`src/rtl/pn_seq_ctrl_if.sv`:
```
// +----------------------------------------------------------------------------+
// | pn_seq_ctrl_if : command and generator-side bundle of the PN sequencer     |
// | Rev 1.0                                                                    |
// +----------------------------------------------------------------------------+
`default_nettype none

interface pn_seq_ctrl_if #(
    parameter int DIV_W = 16,
    parameter int CNT_W = 16
);
    logic             start;
    logic             stop;
    logic [DIV_W-1:0] div_ratio;
    logic [9:0]       phase_ofs;
    logic [CNT_W-1:0] period_num;
    logic             pn_allone;
    logic             gen_reset;
    logic             pnclk;
    logic             busy;
    logic             aligned;
    logic             epoch;
    logic             done;
    logic             sync_err;
    logic [CNT_W-1:0] period_cnt;

    modport master (
        output start, stop, div_ratio, phase_ofs, period_num, pn_allone,
        input  gen_reset, pnclk, busy, aligned, epoch, done, sync_err, period_cnt
    );

    modport slave (
        input  start, stop, div_ratio, phase_ofs, period_num, pn_allone,
        output gen_reset, pnclk, busy, aligned, epoch, done, sync_err, period_cnt
    );
endinterface

`default_nettype wire

```
`src/rtl/pn_seq_ctrl.sv`:
```
// +----------------------------------------------------------------------------+
// | pn_seq_ctrl : parks, clocks, phase-slews and period-checks a 1023-chip     |
// | PN generator. Rev 1.0                                                      |
// +----------------------------------------------------------------------------+
`default_nettype none

module pn_seq_ctrl #(
    parameter int PN_LEN  = 1023,
    parameter int DIV_W   = 16,
    parameter int CNT_W   = 16,
    parameter int ARM_CYC = 2,
    parameter int SETTLE  = 3
) (
    input wire           sysclk,
    input wire           reset,
    pn_seq_ctrl_if.slave bus
);
    localparam int       SEQ_W  = 4;
    localparam logic [9:0] C_LAST = 10'(PN_LEN - 1);

    typedef enum logic [2:0] {
        S_IDLE   = 3'd0,
        S_ARM    = 3'd1,
        S_SLEW   = 3'd2,
        S_SETTLE = 3'd3,
        S_RUN    = 3'd4,
        S_DONE   = 3'd5
    } state_t;

    state_t           state_q, state_d;
    logic [DIV_W-1:0] half_q, half_d, div_cnt_q, div_cnt_d;
    logic [9:0]       phase_q, phase_d, chip_cnt_q, chip_cnt_d;
    logic [CNT_W-1:0] num_q, num_d, period_cnt_q, period_cnt_d;
    logic [SEQ_W-1:0] seq_cnt_q, seq_cnt_d;
    logic [2:0]       tmr_q, tmr_d;
    logic             pnclk_q, pnclk_d, epoch_q, epoch_d, done_q, done_d;
    logic             sync_err_q, sync_err_d;
    logic             gen_reset_q, busy_q, aligned_q;
    logic [9:0]       chip_inc;

    assign chip_inc = (chip_cnt_q == C_LAST) ? 10'd0 : chip_cnt_q + 10'd1;

    always_comb begin
        state_d      = state_q;
        half_d       = half_q;
        div_cnt_d    = div_cnt_q;
        phase_d      = phase_q;
        chip_cnt_d   = chip_cnt_q;
        num_d        = num_q;
        period_cnt_d = period_cnt_q;
        seq_cnt_d    = seq_cnt_q;
        tmr_d        = 3'd0;
        pnclk_d      = pnclk_q;
        epoch_d      = 1'b0;
        done_d       = 1'b0;
        sync_err_d   = sync_err_q;

        case (state_q)
            S_IDLE: begin
                pnclk_d = 1'b0;
                if (bus.start) begin
                    state_d      = S_ARM;
                    half_d       = (bus.div_ratio < DIV_W'(2)) ? DIV_W'(2) : bus.div_ratio;
                    phase_d      = (bus.phase_ofs > C_LAST) ? C_LAST : bus.phase_ofs;
                    num_d        = bus.period_num;
                    sync_err_d   = 1'b0;
                    period_cnt_d = '0;
                    chip_cnt_d   = '0;
                    div_cnt_d    = '0;
                    seq_cnt_d    = '0;
                end
            end
            S_ARM: begin
                if (seq_cnt_q == SEQ_W'(ARM_CYC - 1)) begin
                    div_cnt_d = '0;
                    if (phase_q != 10'd0) begin
                        // First slew edge lands right as ARM ends.
                        state_d    = S_SLEW;
                        pnclk_d    = 1'b1;
                        chip_cnt_d = chip_inc;
                    end else begin
                        state_d = S_RUN;
                    end
                end else begin
                    seq_cnt_d = seq_cnt_q + SEQ_W'(1);
                end
            end
            S_SLEW: begin
                if (pnclk_q) begin
                    pnclk_d = 1'b0;
                    if (chip_cnt_q == phase_q) begin
                        state_d   = S_SETTLE;
                        seq_cnt_d = '0;
                    end
                end else begin
                    pnclk_d    = 1'b1;
                    chip_cnt_d = chip_inc;
                end
            end
            S_SETTLE: begin
                if (seq_cnt_q == SEQ_W'(SETTLE - 1)) begin
                    state_d   = S_RUN;
                    div_cnt_d = '0;
                end else begin
                    seq_cnt_d = seq_cnt_q + SEQ_W'(1);
                end
            end
            S_RUN: begin
                if (div_cnt_q == half_q - DIV_W'(1)) begin
                    div_cnt_d = '0;
                    pnclk_d   = ~pnclk_q;
                    if (!pnclk_q) begin
                        chip_cnt_d = chip_inc;
                    end
                end else begin
                    div_cnt_d = div_cnt_q + DIV_W'(1);
                end
                if (tmr_q != 3'd0) begin
                    tmr_d = tmr_q - 3'd1;
                end
                // Code wrap: give the generator's flag time to settle before sampling.
                if (div_cnt_q == half_q - DIV_W'(1) && !pnclk_q && chip_cnt_q == C_LAST) begin
                    tmr_d = 3'd4;
                end
                if (tmr_q == 3'd1) begin
                    epoch_d      = 1'b1;
                    period_cnt_d = (&period_cnt_q) ? period_cnt_q : period_cnt_q + CNT_W'(1);
                    if (!bus.pn_allone) begin
                        sync_err_d = 1'b1;
                    end
                end
                if (epoch_q && num_q != '0 && period_cnt_q == num_q) begin
                    state_d = S_DONE;
                    done_d  = 1'b1;
                    pnclk_d = 1'b0;
                end
            end
            S_DONE: begin
                state_d = S_IDLE;
                pnclk_d = 1'b0;
            end
            default: begin
                state_d = S_IDLE;
                pnclk_d = 1'b0;
            end
        endcase

        // Abort wins over everything, but keeps the run's results visible.
        if (bus.stop) begin
            state_d      = S_IDLE;
            pnclk_d      = 1'b0;
            epoch_d      = 1'b0;
            done_d       = 1'b0;
            tmr_d        = 3'd0;
            period_cnt_d = period_cnt_q;
            sync_err_d   = sync_err_q;
        end
    end

    always_ff @(posedge sysclk or negedge reset) begin
        if (!reset) begin
            state_q      <= S_IDLE;
            half_q       <= DIV_W'(2);
            div_cnt_q    <= '0;
            phase_q      <= '0;
            chip_cnt_q   <= '0;
            num_q        <= '0;
            period_cnt_q <= '0;
            seq_cnt_q    <= '0;
            tmr_q        <= 3'd0;
            pnclk_q      <= 1'b0;
            epoch_q      <= 1'b0;
            done_q       <= 1'b0;
            sync_err_q   <= 1'b0;
            gen_reset_q  <= 1'b1;
            busy_q       <= 1'b0;
            aligned_q    <= 1'b0;
        end else begin
            state_q      <= state_d;
            half_q       <= half_d;
            div_cnt_q    <= div_cnt_d;
            phase_q      <= phase_d;
            chip_cnt_q   <= chip_cnt_d;
            num_q        <= num_d;
            period_cnt_q <= period_cnt_d;
            seq_cnt_q    <= seq_cnt_d;
            tmr_q        <= tmr_d;
            pnclk_q      <= pnclk_d;
            epoch_q      <= epoch_d;
            done_q       <= done_d;
            sync_err_q   <= sync_err_d;
            gen_reset_q  <= (state_d == S_IDLE);
            busy_q       <= (state_d != S_IDLE);
            aligned_q    <= (state_d == S_RUN);
        end
    end

    assign bus.gen_reset  = gen_reset_q;
    assign bus.pnclk      = pnclk_q;
    assign bus.busy       = busy_q;
    assign bus.aligned    = aligned_q;
    assign bus.epoch      = epoch_q;
    assign bus.done       = done_q;
    assign bus.sync_err   = sync_err_q;
    assign bus.period_cnt = period_cnt_q;

endmodule

`default_nettype wire
```
`src/flat_wrapper.sv`:
```
// flat-port wrapper written by rule: the top's interface ports become plain ports
module pn_seq_ctrl_flat 
#(
    parameter int PN_LEN  = 1023,
    parameter int DIV_W   = 16,
    parameter int CNT_W   = 16,
    parameter int ARM_CYC = 2,
    parameter int SETTLE  = 3
)
  (sysclk, reset, bus_start, bus_stop, bus_div_ratio, bus_phase_ofs, bus_period_num, bus_pn_allone, bus_gen_reset, bus_pnclk, bus_busy, bus_aligned, bus_epoch, bus_done, bus_sync_err, bus_period_cnt);
  pn_seq_ctrl_if #(.DIV_W(DIV_W), .CNT_W(CNT_W)) bus_i ();
  input wire sysclk;
  input wire reset;
  input wire logic [$bits(bus_i.start)-1:0] bus_start;
  input wire logic [$bits(bus_i.stop)-1:0] bus_stop;
  input wire logic [$bits(bus_i.div_ratio)-1:0] bus_div_ratio;
  input wire logic [$bits(bus_i.phase_ofs)-1:0] bus_phase_ofs;
  input wire logic [$bits(bus_i.period_num)-1:0] bus_period_num;
  input wire logic [$bits(bus_i.pn_allone)-1:0] bus_pn_allone;
  output wire logic [$bits(bus_i.gen_reset)-1:0] bus_gen_reset;
  output wire logic [$bits(bus_i.pnclk)-1:0] bus_pnclk;
  output wire logic [$bits(bus_i.busy)-1:0] bus_busy;
  output wire logic [$bits(bus_i.aligned)-1:0] bus_aligned;
  output wire logic [$bits(bus_i.epoch)-1:0] bus_epoch;
  output wire logic [$bits(bus_i.done)-1:0] bus_done;
  output wire logic [$bits(bus_i.sync_err)-1:0] bus_sync_err;
  output wire logic [$bits(bus_i.period_cnt)-1:0] bus_period_cnt;
  assign bus_i.start = bus_start;
  assign bus_i.stop = bus_stop;
  assign bus_i.div_ratio = bus_div_ratio;
  assign bus_i.phase_ofs = bus_phase_ofs;
  assign bus_i.period_num = bus_period_num;
  assign bus_i.pn_allone = bus_pn_allone;
  assign bus_gen_reset = bus_i.gen_reset;
  assign bus_pnclk = bus_i.pnclk;
  assign bus_busy = bus_i.busy;
  assign bus_aligned = bus_i.aligned;
  assign bus_epoch = bus_i.epoch;
  assign bus_done = bus_i.done;
  assign bus_sync_err = bus_i.sync_err;
  assign bus_period_cnt = bus_i.period_cnt;
  pn_seq_ctrl #(.PN_LEN(PN_LEN), .DIV_W(DIV_W), .CNT_W(CNT_W), .ARM_CYC(ARM_CYC), .SETTLE(SETTLE)) u_core (.sysclk(sysclk), .reset(reset), .bus(bus_i));
endmodule
```
`config.mk`:
```
export PLATFORM = sky130hd
export DESIGN_NAME = pn_seq_ctrl_flat
export DESIGN_NICKNAME = d
export VERILOG_FILES = /design/src/rtl/pn_seq_ctrl_if.sv /design/src/rtl/pn_seq_ctrl.sv /design/src/flat_wrapper.sv
export SDC_FILE = /design/constraint.sdc
export NUM_CORES = 1
export LEC_CHECK = 0
export CORE_AREA = 2 2 110 112
export CTS_CLUSTER_SIZE = 20
export DETAILED_ROUTE_END_ITERATION = 12
export DIE_AREA = 0 0 112 114
export PLACE_DENSITY = 0.81
export SETUP_SLACK_MARGIN = 0.15
export SYNTH_ARGS = -nofsm -noshare
export SYNTH_HDL_FRONTEND = slang
export SYNTH_SLANG_ARGS = --single-unit
```
`constraint.sdc`:
```
create_clock -name sysclk -period 3 [get_ports sysclk]
set_input_delay 0.75 -clock sysclk [delete_from_list [all_inputs] [get_ports sysclk]]
set_output_delay 0.75 -clock sysclk [all_outputs]
set_load 0.05 [all_outputs]
```
=== Word level (Yosys, flattened, before mapping) ===
Index checks and enable logic that the tools add are counted.

* Add/sub/neg operators: 6
* $lt $le $gt $ge: 2
* Equality and inequality tests: 28
* Multiplexer cells: 53
* Bitwise operators: 2
* Reductions and logical operators: 23

{| class="wikitable"
|+ Operator list
! operator !! number
|-
| $mux 16 || 7
|-
| $mux 10 || 7
|-
| $pmux 16 s4 || 1
|-
| $pmux 10 s4 || 1
|-
| $mux 3 || 12
|-
| $add 16x1->16 const B || 2
|-
| $eq 16x16->1 || 2
|-
| $pmux 16 s2 || 1
|-
| $mux 4 || 5
|-
| $lt 16x2->1 const B || 1
|-
| $pmux 4 s4 || 1
|-
| $reduce_and 16->1 || 1
|-
| $reduce_bool 16->1 || 1
|-
| $sub 16x1->16 const B || 1
|-
| $mux 1 || 15
|-
| $pmux 3 s5 || 1
|-
| $reduce_and 5->1 || 3
|-
| $ne 2x1->1 const B || 7
|-
| $ne 2x2->1 const B || 6
|-
| $reduce_bool 4->1 || 3
|-
| $add 10x1->10 const B || 1
|-
| $eq 10x10->1 || 1
|-
| $eq 10x10->1 const B || 1
|-
| $gt 10x10->1 const B || 1
|-
| 21 further kinds || 32
|}

* Flip-flop bits (word level): 101
* Bits of input ports: 47
* Output and inout port bits: 23
* Word-level logic and storage cells: 130

=== Depth between registers and ports, before layout ===
* Word-level depth: 7
* Mapped depth: 11
* Mapped depth without buffers: 10

=== Worst setup path before layout ===
No wires, ideal clock.

* Path type: register to register
* Start point: register u_core.half_q[0]
* End point: register u_core.chip_cnt_q[5]
* Setup time: 104 ps
* Data arrival time: 2597 ps
* Data required time: 2896 ps
* Setup slack: 299 ps
* Cell stages (with the launch flop): 12
* Buffers on the path: 1
* Clock period less this slack: 2701 ps
* Cell sequence: dfrtp_1 > inv_1 > ha_1 > nand2b_1 > o41ai_1 > o311a_1 > nor3_1 > nor4_4 > a21oi_4 > or3_1 > buf_6 > o41ai_2

* Cells in the longest elaborated chain, start to end: 4

{| class="wikitable"
|+ Ends and longest elaborated chain
! what !! RTL line !! source
|-
| start, declared || pn_seq_ctrl.sv:31 || <nowiki>logic [DIV_W-1:0] half_q, half_d, div_cnt_q, div_cnt_d;</nowiki>
|-
| start signal, assigned || pn_seq_ctrl.sv:180 || <nowiki>half_q <= half_d;</nowiki>
|-
| $sub 16x1->16 || pn_seq_ctrl.sv:109 || <nowiki>if (div_cnt_q == half_q - DIV_W'(1)) begin</nowiki>
|-
| $eq 16x16->1 || pn_seq_ctrl.sv:109 ||
|-
| $ne 2x1->1 (no line) || n/a ||
|-
| $reduce_and 5->1 (no line) || n/a ||
|-
| end signal, assigned || pn_seq_ctrl.sv:183 || <nowiki>chip_cnt_q <= chip_cnt_d;</nowiki>
|-
| end, declared || pn_seq_ctrl.sv:32 || <nowiki>logic [9:0] phase_q, phase_d, chip_cnt_q, chip_cnt_d;</nowiki>
|}

No other way between the ends.
A chain may end at the register's enable or synchronous reset.

=== Worst setup path in the final report ===
* Start point: register u_core.half_q[1]
* End point: register u_core.chip_cnt_q[5]

Same word-level chain as after synthesis.

==> load_flow_metrics.sql <==
INSERT INTO impl_metrics (metric_group, metric, value, unit) VALUES
('detailed_routing', 'detail_route.wl_per_cell', '15.7', 'um'),
('run_status', 'status', 'finished clean', ''),
('logic_synthesis', 'syn_inst', '655', ''),
('final_layout', 'layout-drive-gt1-share', '7.65', '%'),
('power_and_ir_drop', 'netSwitchingFraction', '35.2', '%'),
('logic_synthesis', 'dominantRegCellSynth', 'sky130_fd_sc_hd__dfrtp_1', ''),
('logic_synthesis', 'dominant_cell_type_by_area_after_synthesis', 'sky130_fd_sc_hd__dfrtp_1', ''),
('power_and_ir_drop', 'seqPwrFrac', '43.6', '%'),
('timing', 'max_clock_skew', '0.00799', 'ns'),
('timing', 'relative_slew_slack', '19.6', '%'),
('die', 'core_area', '11700', 'um^2'),
('final_layout', 'diodes', '0', ''),
('die', 'chipHeight', '114', 'um'),
('place', 'port_buffers', '69', ''),
('critical_path', 'r2r_slack', '0.24', 'ns'),
('detailed_routing', 'drt_drc_violations_left', '0', ''),
('logic_synthesis', 'synth.yosys.warnings', '0', ''),
('die', 'fp.dieW', '112', 'um'),
('clock_network', 'cts_setup_buffers', '0', ''),
('power_and_ir_drop', 'power_density', '632', 'nW/um^2'),
('global_routing', 'groute.usage.overall', '22.4', '%'),
('critical_path', 'cp.arrival', '3.00', 'ns'),
('timing', 'timing_hold_violations_final', '0', ''),
('global_routing', 'global_route.usage.met3', '3.03', '%'),
('final_layout', 'fillerInstances', '1000', ''),
('logic_synthesis', 'synth-edff-count', '0', ''),
('critical_path', 'number_of_cells_on_the_worst_reg_to_reg_path', '10', ''),
('critical_path', 'cp.required', '3.25', 'ns'),
('clock_network', 'cts_made_buffers', '9', ''),
('final_layout', 'finish.net_count', '784', ''),
('global_routing', 'grt_remaining_overflow', '0', ''),
('detailed_routing', 'drt_first_pass_iters', '4', ''),
('timing', 'setup_viol', '0', ''),
('clock_network', 'clock-sinks', '101', ''),
('logic_synthesis', 'postSynthNetCount', '712', ''),
('final_layout', 'areaGrowthSynthToFinish', '22.1', '%'),
('global_routing', 'global_route.usage.met2', '37.0', '%'),
('timing', 'f_max', '363', 'MHz'),
('critical_path', 'crit_path_end', 'u_core.chip_cnt_q[5]', ''),
('global_routing', 'grt_pass1_vias', '4948', ''),
('final_layout', 'final-seq-area', '2530', 'um^2'),
('detailed_routing', 'via_count', '5027', ''),
('logic_synthesis', 'mappedNetlistArea', '5670', 'um^2'),
('detailed_routing', 'vias_per_cell', '5.72', ''),
('place', 'hpwl', '9970', 'um'),
('logic_synthesis', 'synth_seq_cells', '101', ''),
('logic_synthesis', 'syn_area_per_cell', '8.66', 'um^2'),
('die', 'io-pin-count', '70', ''),
('global_routing', 'grt_start_max_net_pins', '54', ''),
('clock_network', 'clock_transition_at_the_register_clock_pins_on_the_worst_setup_and_hold_paths_after_cts', '0.07', 'ns'),
('power_and_ir_drop', 'comb_power_share', '29.1', '%'),
('die', 'die_area', '12800', 'um^2'),
('critical_path', 'critical_path.cell_chain', 'inv_1, ha_2, nor2b_2, a2111oi_0, a311oi_1, o21ai_0, and3_4, a21oi_4, or3_4, o41ai_2', ''),
('clock_network', 'clk_latency', '0.35', 'ns'),
('timing', 'final.hold.worst_slack', '0.438', 'ns'),
('global_routing', 'use_met1', '29.8', '%'),
('clock_network', 'cts.hold.buffers_added', '0', ''),
('run', 'drv_cap', '0', ''),
('logic_synthesis', 'ys_types', '61', ''),
('logic_synthesis', 'ys_seq_area_share', '44.6', '%'),
('power_and_ir_drop', 'worst_ir_drop_vdd', '0.000357', 'V'),
('critical_path', 'crit_path_max_incr_delay', '0.57', 'ns'),
('final_layout', 'multiInputGateArea', '3040', 'um^2'),
('clock_network', 'tritoncts', 'built', ''),
('detailed_routing', 'finalWirelength', '13800', 'um'),
('critical_path', 'startpoint_type', 'register', ''),
('place', 'gp_congestion', '0.910', ''),
('power_and_ir_drop', 'clock_power_share', '27.2', '%'),
('critical_path', 'timing.critical_path.slowest_stage_cell', 'sky130_fd_sc_hd__dfstp_2', ''),
('critical_path', 'endpoint_kind', 'register', ''),
('critical_path', 'highest_net_fanout_along_the_worst_path', '9', '');
==> power groups by stage <==
stage,clock (W),combinational [W],sequential (W)
floorplan,0,0.000883,0.00185
global placement,0,0.00117,0.00190
detailed placement,0,0.00123,0.00192
CTS,0.00121,0.00125,0.00190
global route,0.00126,0.00142,0.00195
finish,0.00119,0.00128,0.00191
==> cells in the mapped netlist, types with 2 or more instances <==
cell,instances
sky130_fd_sc_hd__nand3_1,21
sky130_fd_sc_hd__o41ai_1,4
sky130_fd_sc_hd__clkbuf_1,17
sky130_fd_sc_hd__inv_1,20
sky130_fd_sc_hd__or2_2,3
sky130_fd_sc_hd__and3_1,6
sky130_fd_sc_hd__o21ai_0,23
sky130_fd_sc_hd__a21oi_1,17
sky130_fd_sc_hd__a2111oi_0,2
sky130_fd_sc_hd__nor4_1,14
sky130_fd_sc_hd__a22o_1,5
sky130_fd_sc_hd__mux2i_1,3
sky130_fd_sc_hd__o31ai_1,10
sky130_fd_sc_hd__nor3b_1,3
sky130_fd_sc_hd__a211oi_1,2
sky130_fd_sc_hd__and2_1,6
sky130_fd_sc_hd__dfrtp_1,99
sky130_fd_sc_hd__ha_1,10
sky130_fd_sc_hd__o22ai_1,3
sky130_fd_sc_hd__nor4b_1,4
sky130_fd_sc_hd__a31oi_1,2
sky130_fd_sc_hd__a21o_1,4
sky130_fd_sc_hd__xnor2_1,30
sky130_fd_sc_hd__nor3_1,11
sky130_fd_sc_hd__buf_1,3
sky130_fd_sc_hd__nand2_1,156
sky130_fd_sc_hd__or3_1,5
sky130_fd_sc_hd__nor4_4,2
sky130_fd_sc_hd__dfstp_2,2
sky130_fd_sc_hd__nand4_1,15
sky130_fd_sc_hd__nor2b_1,12
sky130_fd_sc_hd__or4_1,3
sky130_fd_sc_hd__o31a_1,3
sky130_fd_sc_hd__and4_1,2
sky130_fd_sc_hd__mux2_2,3
sky130_fd_sc_hd__xor2_1,34
sky130_fd_sc_hd__nor2_1,69
sky130_fd_sc_hd__nand2b_1,4
==> cell families (layout without fill, tap and decap cells) <==
family	Yosys count	after routing	share of synthesized area (%)
and+or+nand+nor	344	344	28.7
DFF	101	101	44.6
AOI/OAI and AO/OA	89	89	10.7
xor gates and xnor gates	64	64	9.88
buffers and inverters	41	118	2.85
adders and majority gates	10	10	2.21
muxes	6	6	1.12
==> critical path: cells and delay by family (launching register included) <==
| kind | cells | cell delay (ns) |
|---|---|---|
| AOI/OAI and AO/OA | 5 | 0.98 |
| adders and majority gates | 1 | 0.22 |
| buffers and inverters | 1 | 0.07 |
| DFF | 1 | 0.57 |
| and+or+nand+nor | 3 | 0.82 |
==> final cells by class <==
cell class,instances,share of cell area (%)
multi-input combinational,513,43.8
sequential,101,36.5
timing repair buffer,82,11.5
clock buffer,13,3.76
tap,147,2.65
inverter,20,1.08
clock inverter,3,0.632
==> registers in the layout, indices dropped and copies added (netlist names) <==
signal	flops
u_core.bus.aligned	1
u_core.bus.period_cnt	16
u_core.seq_cnt_q	4
u_core.chip_cnt_q	10
u_core.div_cnt_q	16
u_core.bus.pnclk	1
u_core.tmr_q	3
u_core.bus.epoch	1
u_core.num_q	16
u_core.phase_q	10
u_core.bus.done	1
u_core.state_q	3
u_core.bus.busy	1
u_core.bus.gen_reset	1
u_core.bus.sync_err	1
u_core.half_q	16
==> routing by layer <==
metal,routed length [um],vias to the layer above
met5,0,-
met4,296,0
met3,597,24
met2,6640,160
met1,6270,2459
li1,-,2384
==> worst min path at each step <==
stage | startpoint | to | slack, ns | depth (start not counted)
after floorplan | reset | u_core.bus.aligned | 0.45 | 0
after global placement | u_core.tmr_q[0] | u_core.tmr_q[0] | 0.46 | 1
after detailed placement | u_core.tmr_q[0] | u_core.tmr_q[0] | 0.48 | 1
after CTS | reset | u_core.half_q[0] | 0.47 | 1
after global routing | reset | u_core.half_q[0] | 0.50 | 1
final | reset | u_core.half_q[0] | 0.44 | 1
==> layout by cell type, fill, tap and decap left out, types with 9 or more instances in the layout <==
cell and n:
sky130_fd_sc_hd__nand2_1 156, sky130_fd_sc_hd__dfrtp_1 97, sky130_fd_sc_hd__nor2_1 68, sky130_fd_sc_hd__clkdlybuf4s50_1 68, sky130_fd_sc_hd__xor2_1 34, sky130_fd_sc_hd__xnor2_1 30, sky130_fd_sc_hd__o21ai_0 23, sky130_fd_sc_hd__nand3_1 21
sky130_fd_sc_hd__inv_1 20, sky130_fd_sc_hd__a21oi_1 17, sky130_fd_sc_hd__nand4_1 15, sky130_fd_sc_hd__nor4_1 14, sky130_fd_sc_hd__buf_4 13, sky130_fd_sc_hd__nor2b_1 11, sky130_fd_sc_hd__nor3_1 11, sky130_fd_sc_hd__ha_1 9
sky130_fd_sc_hd__clkbuf_16 9
==> what timing repair did <==
action	CTS	global route
gates resized for setup	3	11
setup endpoints to repair	10	15
pin swaps	0	4
==> through the flow <==
step	utilization (%)	worst slack [ns]	cells	power [W]	cell area, um^2
finish	59.2	0.245	879	0.00438	6930
global route	59.2	0.148	879	0.00463	6930
CTS	58.8	0.197	879	0.00436	6890
detailed placement	56.1	0.0358	863	0.00315	6570
global placement	56.1	0.183	863	0.00307	6570
floorplan	-	0.299	655	0.00274	5670
Note: power is estimated with default switching activity, not from simulation.
